<file path="src/rtl/prog_loader_pkg.sv">
// Shared definitions for the program loader and the downstream core:
// FSM state encodings, default instruction RAM depth and instruction byte order.
package prog_loader_pkg;

  localparam int RAM_WORDS_DEF = 128;

  // Instructions arrive high byte first; these give each byte's bit position in the word.
  localparam int HI_LSB = 8;
  localparam int LO_LSB = 0;

  localparam logic [2:0] S_IDLE = 3'd0;
  localparam logic [2:0] S_LEN  = 3'd1;
  localparam logic [2:0] S_HI   = 3'd2;
  localparam logic [2:0] S_LO   = 3'd3;
  localparam logic [2:0] S_CSUM = 3'd4;
  localparam logic [2:0] S_DONE = 3'd5;
  localparam logic [2:0] S_ERR  = 3'd6;

  function automatic logic is_busy(input logic [2:0] s);
    return (s == S_LEN) || (s == S_HI) || (s == S_LO) || (s == S_CSUM);
  endfunction

  function automatic logic is_parked(input logic [2:0] s);
    return (s == S_IDLE) || (s == S_DONE) || (s == S_ERR);
  endfunction

endpackage

</file>
<file path="src/rtl/prog_loader_csum.sv">
// Byte-wise XOR accumulator used to verify a load session; clr wins over en.
module loader_csum (
  input  logic       clk,
  input  logic       rst,
  input  logic       clr_i,
  input  logic       en_i,
  input  logic [7:0] din_i,
  output logic [7:0] acc_o
);

  logic [7:0] acc_q, acc_d;

  always_comb begin
    acc_d = acc_q;
    if (clr_i)     acc_d = 8'h00;
    else if (en_i) acc_d = acc_q ^ din_i;
  end

  always_ff @(posedge clk) begin
    if (rst) acc_q <= 8'h00;
    else     acc_q <= acc_d;
  end

  assign acc_o = acc_q;

endmodule

</file>
<file path="src/rtl/prog_loader.sv">
// Byte-stream program loader: LEN byte, then N big-endian 16-bit words written to RAM.
// Optional trailing XOR checksum byte when LOADER_CHECKSUM_EN is defined.
module prog_loader
  import prog_loader_pkg::*;
#(
  parameter  int RAM_WORDS = RAM_WORDS_DEF,
  localparam int ADDR_W    = $clog2(RAM_WORDS)
) (
  input  logic              clk,
  input  logic              rst,
  input  logic              start,
  input  logic              in_valid,
  input  logic [7:0]        in_data,
  output logic              in_ready,
  output logic              mem_we,
  output logic [ADDR_W-1:0] mem_addr,
  output logic [15:0]       mem_wdata,
  output logic              core_run,
  output logic              busy,
  output logic              err
);

  // The LEN byte caps a session at 255 words, so an 8-bit counter suffices
  // for any RAM_WORDS up to 256 and still holds the terminal value N.
  localparam logic [8:0] LEN_MAX = 9'(RAM_WORDS);

  logic [2:0]        state_q, state_d;
  logic [7:0]        len_q, len_d;
  logic [7:0]        hi_q, hi_d;
  logic [7:0]        cnt_q, cnt_d;
  logic              mem_we_q, mem_we_d;
  logic [ADDR_W-1:0] addr_q, addr_d;
  logic [15:0]       wdata_q, wdata_d;
  logic [15:0]       word;
  logic              fire;
  logic              start_ok;
  logic              last_word;

  assign fire      = in_valid && in_ready;
  assign start_ok  = start && is_parked(state_q);
  assign last_word = (cnt_q + 8'd1) == len_q;

  always_comb begin
    word = 16'h0000;
    word[HI_LSB +: 8] = hi_q;
    word[LO_LSB +: 8] = in_data;
  end

`ifdef LOADER_CHECKSUM_EN
  logic [7:0] csum_acc;
  logic       csum_en;

  // Every accepted byte except the checksum itself feeds the accumulator.
  assign csum_en = fire && (state_q != S_CSUM);

  loader_csum u_csum (
    .clk   (clk),
    .rst   (rst),
    .clr_i (start_ok),
    .en_i  (csum_en),
    .din_i (in_data),
    .acc_o (csum_acc)
  );
`endif

  always_comb begin
    state_d  = state_q;
    len_d    = len_q;
    hi_d     = hi_q;
    cnt_d    = cnt_q;
    mem_we_d = 1'b0;
    addr_d   = addr_q;
    wdata_d  = wdata_q;

    case (state_q)
      S_IDLE, S_DONE, S_ERR: begin
        if (start_ok) begin
          state_d = S_LEN;
          cnt_d   = 8'h00;
        end
      end
      S_LEN: begin
        if (fire) begin
          len_d = in_data;
          if (in_data == 8'h00 || {1'b0, in_data} > LEN_MAX) state_d = S_ERR;
          else                                              state_d = S_HI;
        end
      end
      S_HI: begin
        if (fire) begin
          hi_d    = in_data;
          state_d = S_LO;
        end
      end
      S_LO: begin
        if (fire) begin
          mem_we_d = 1'b1;
          addr_d   = cnt_q[ADDR_W-1:0];
          wdata_d  = word;
          cnt_d    = cnt_q + 8'd1;
          if (last_word) begin
`ifdef LOADER_CHECKSUM_EN
            state_d = S_CSUM;
`else
            state_d = S_DONE;
`endif
          end else begin
            state_d = S_HI;
          end
        end
      end
`ifdef LOADER_CHECKSUM_EN
      S_CSUM: begin
        if (fire) state_d = (in_data == csum_acc) ? S_DONE : S_ERR;
      end
`endif
      default: state_d = S_IDLE;
    endcase
  end

  always_ff @(posedge clk) begin
    if (rst) begin
      state_q  <= S_IDLE;
      len_q    <= 8'h00;
      hi_q     <= 8'h00;
      cnt_q    <= 8'h00;
      mem_we_q <= 1'b0;
      addr_q   <= '0;
      wdata_q  <= 16'h0000;
    end else begin
      state_q  <= state_d;
      len_q    <= len_d;
      hi_q     <= hi_d;
      cnt_q    <= cnt_d;
      mem_we_q <= mem_we_d;
      addr_q   <= addr_d;
      wdata_q  <= wdata_d;
    end
  end

  assign in_ready  = is_busy(state_q);
  assign busy      = is_busy(state_q);
  assign core_run  = (state_q == S_DONE);
  assign err       = (state_q == S_ERR);
  assign mem_we    = mem_we_q;
  assign mem_addr  = addr_q;
  assign mem_wdata = wdata_q;

endmodule

</file>
<file path="config.mk">
export PLATFORM = sky130hd
export DESIGN_NAME = prog_loader
export DESIGN_NICKNAME = d
export VERILOG_FILES = /design/src/rtl/prog_loader_pkg.sv /design/src/rtl/prog_loader_csum.sv /design/src/rtl/prog_loader.sv
export SDC_FILE = /design/constraint.sdc
export NUM_CORES = 1
export LEC_CHECK = 0
export BUFFER_PORTS_ARGS = -buffer_cell sky130_fd_sc_hd__buf_4
export CORE_ASPECT_RATIO = 2
export CORE_MARGIN = 8
export CORE_UTILIZATION = 30
export DETAILED_ROUTE_END_ITERATION = 12
export GPL_ROUTABILITY_DRIVEN = 1
export PLACE_DENSITY_LB_ADDON = 0.25
export RECOVER_POWER = 50
export SETUP_SLACK_MARGIN = 0.5
export SYNTH_ARGS = -nofsm -noshare
export SYNTH_HDL_FRONTEND = slang
export SYNTH_SLANG_ARGS = --single-unit
</file>
<file path="constraint.sdc">
create_clock -name clk -period 1.8 [get_ports clk]
set_input_delay 0.09 -clock clk [delete_from_list [all_inputs] [get_ports clk]]
set_output_delay 0.09 -clock clk [all_outputs]
set_load 0.01 [all_outputs]
</file>
==> qor.csv <==
stage,metric,value,unit
status,status,"complete, no violations",
sta,RSZ-0062 raised after global routing,yes,
yosys,Syn Nets,300,
setup_path,FF-to-FF End,state_q[1],
setup_path,r2r worst-path depth,6,
route,drt first pass iters,4,
floorplan,Die Span Y,140,um
yosys,Area contributors post-synth,"dfxtp_1 (44%), nand2_1 (12%), a21oi_1 (8.7%), mux2i_1 (4.3%), nor2_1 (3.6%)",
setup_path,CP max stage delay,0.36,ns
clock_network,CTS root buffer,clkbuf_16,
final_layout,number of diodes,0,
route,antenna-violating nets left,0,
setup_path,Worst R2R Start,cnt_q[1],
min_path,worst hold endpoint,mem_wdata[7],
yosys,number of flops mapped to enable cells by yosys,0,
yosys,"Seq/Total Area, Yosys",44.2,%
clock_network,cts hold-fix bufs,0,
sta,min cycle time layout,1.63,ns
setup_path,Setup CP Type,reg -> reg,
final_layout,Area Overhead vs Synth,44.3,%
clock_network,"CTS clk-pin slew, worst paths",0.07,ns
setup_path,top cell family by delay on the critical path,simple AND/OR/NAND/NOR gates,
place,GPL Wtd Cong,0.807,
setup_path,slowest cell on the critical path,dfxtp_4,
final_layout,fillers,791,
grt,vias in the first global route,2091,
yosys,dominant synthesized flop cell,dfxtp_1,
clock_network,worst skew pair latency,0.29,ns
setup_path,CP max FO,6,
power_and_ir_drop,total power,2580,uW
floorplan,cell row count,45,
setup_path,R2R Setup Slk,0.17,ns
yosys,Synth area leader,dfxtp_1,
grt,grt ovf,0,
job,max-cap violations,0,
final_layout,area of the multi-input gates,1470,sq um
sta,Setup-failing EPs final,0,
min_path,hold path start,in_data[7],
grt,GRT Total Usage,11.4,%
final_layout,Layout Utilization,44.1,%
setup_path,CP Launch Type,register,
floorplan,DIE AREA,10900,sq um
yosys,#FFs+latches synth,51,
power_and_ir_drop,Cell Pwr Density,775,nW/um^2
power_and_ir_drop,Leak Pwr,0.00135,uW
floorplan,Initial Utilization,30.6,%
sta,setup TNS after final layout,0,ns
route,initial DRC count,101,
floorplan,Die W,78.0,um
power_and_ir_drop,maximum vdd drop,834,uV
setup_path,number of buffers and inverters on the critical path,0,
clock_network,total CTS buffers,5,
setup_path,required time worst endpoint,1.99,ns
route,total wire length,6650,um
route,WL/cell,15.2,um
sta,"Hold Vio Cnt, Final",0,
setup_path,CP Capture Type,register,
floorplan,IO Count,40,
sta,Highest Clock Rate,614,MHz
yosys,synthesized area,2310,sq um
route,Via Count,2153,
route,detail-routed via count per cell,4.94,
sta,max-slew violations,0,
clock_network,TritonCTS clock tree,yes,
final_layout,storage element area,1040,sq um
clock_network,CTS Buffer Depth,2,
grt,initial antenna violation count,0,
final_layout,layout cell share with drive strength beyond 1,35.4,%
sta,crit share post-route,90.5,%
sta,worst slew pin tran,0.380,ns
yosys,Mean Syn Cell Area,8.04,sq um
min_path,hold crit path type,in -> reg,
floorplan,core area,7540,sq um
setup_path,CP arrival,1.82,ns
sta,clock skew,0.00361,ns
yosys,Yosys cell types,49,
yosys,cells after synthesis,287,
setup_path,CP Cell Sequence,ha_4 > and2b_2 > or2_1 > a221oi_2 > nand4_1 > o21a_1,
yosys,Post-synth ARST share,0,%
yosys,Synth Warn #,0,
route,drc violations,0,
place,IO buf count,39,
min_path,Min-Delay Path Depth,3,
place,hpwl dp,4480,um
clock_network,H-tree levels,2,
grt,largest net degree at the start of global routing,28,
final_layout,final-stage net count,354,
clock_network,clk sink count,51,
yosys,Synth top area share,44.2,%
grt,first-pass GRT wire length,9980,um
sta,Rel. slew slack,74.6,%
==> registers in the layout, indices dropped and copies added, names as in the netlist <==
signal / cells
mem_addr: 7
state_q: 3
hi_q: 8
mem_wdata: 16
mem_we: 1
len_q: 8
cnt_q: 8
==> layout by cell type (no fill, tap or decap), drive strengths merged, types with 2 or more instances in the layout <==
master	instances
and2	7
and2b	3
xnor2	7
clkbuf	35
nor2	23
nand3	5
a21oi	41
nand2b	2
buf	34
a22oi	2
or2b	2
a21o	2
nand2	71
inv	3
mux2i	10
or3	2
o21ai	10
xor2	6
nor3	4
a211oi	2
dfxtp	51
and3	2
==> worst register-to-register path, cell delays in order (launching register included) <==
cell and delay, ns:
dfxtp_4 0.36, ha_4 0.17, and2b_2 0.19, or2_1 0.21, a221oi_2 0.26, nand4_1 0.15
o21a_1 0.18
==> cell usage after synthesis, types with 2 or more instances <==
master,number
dfxtp_1,51
nand2b_1,2
clkbuf_1,9
and2_1,4
buf_2,4
and2b_1,2
nand2_1,71
xnor2_1,7
and2_2,3
o21ai_0,10
a21oi_1,40
and3_2,2
xor2_1,6
buf_4,2
mux2i_1,10
a22oi_1,2
inv_1,3
nand3_1,5
nor2_1,22
nor3_1,3
==> where the power goes <==
group | total (uW) | switching (uW) | internal [uW]
clock | 1110 | 416 | 691
sequential | 1170 | 24.6 | 1140
combinational | 305 | 170 | 135
total | 2580 | 611 | 1970
==> how the worst max path moves through the flow <==
stage | startpoint | end | slack [ns] | depth (start not counted)
2_1_floorplan | cnt_q[0] | state_q[1] | 0.24 | 6
3_3_place_gp | cnt_q[0] | state_q[1] | 0.16 | 6
3_5_place_dp | cnt_q[0] | state_q[1] | 0.15 | 6
4_1_cts | cnt_q[1] | state_q[1] | 0.17 | 6
5_1_grt | state_q[2] | cnt_q[2] | 0.12 | 7
6_report | cnt_q[1] | state_q[1] | 0.17 | 6
==> area by class of cell <==
| type | instances | share of cell area [%] |
|---|---|---|
| clock buffers | 6 | 4.17 |
| clock inverters | 2 | 1.05 |
| inverters | 3 | 0.338 |
| multi-input cells | 217 | 44.2 |
| flip-flops and latches | 51 | 31.4 |
| well taps | 94 | 3.53 |
| repair buffers | 63 | 15.3 |
==> layer usage <==
layer	part of all wire, %	vias to the layer above	wire, um	track usage (%)
met5	0	-	0	0
met1	37	1046	2440	10.4
li1	-	1069	-	-
met4	2.6	0	172	7.37
met3	2.6	10	171	2.50
met2	58	28	3870	21.6
==> through the flow <==
step                      instance area, sq um  worst slack [ns]  hold WS [ns]  instances
after floorplan                           2340             0.238         0.226        287
after global placement                    2750             0.160         0.372        412
after detailed placement                  2750             0.151         0.369        412
after CTS                                 3050             0.174        0.0631        425
after global routing                      3330             0.118        0.0534        436
final                                     3330             0.171        0.0599        436
==> cells by family after synthesis <==
family                     after synthesis  synth area share (%)
and+or+nand+nor                        131                  27.0
AOI/OAI and AO/OA                       62                  15.3
DFF                                     51                  44.2
buffers and inverters                   19                  3.63
xor gates and xnor gates                13                  4.93
muxes                                   10                  4.34
adders and majority gates                1                 0.542
==> repair_timing <==
action / in CTS / in global routing
cloned: 0 / 3
setup buffers: 5 / 8
pin swaps: 13 / 36
endpoints found under the setup margin: 54 / 53
gates resized for setup: 32 / 78
Power figures use the tool's default switching activity.
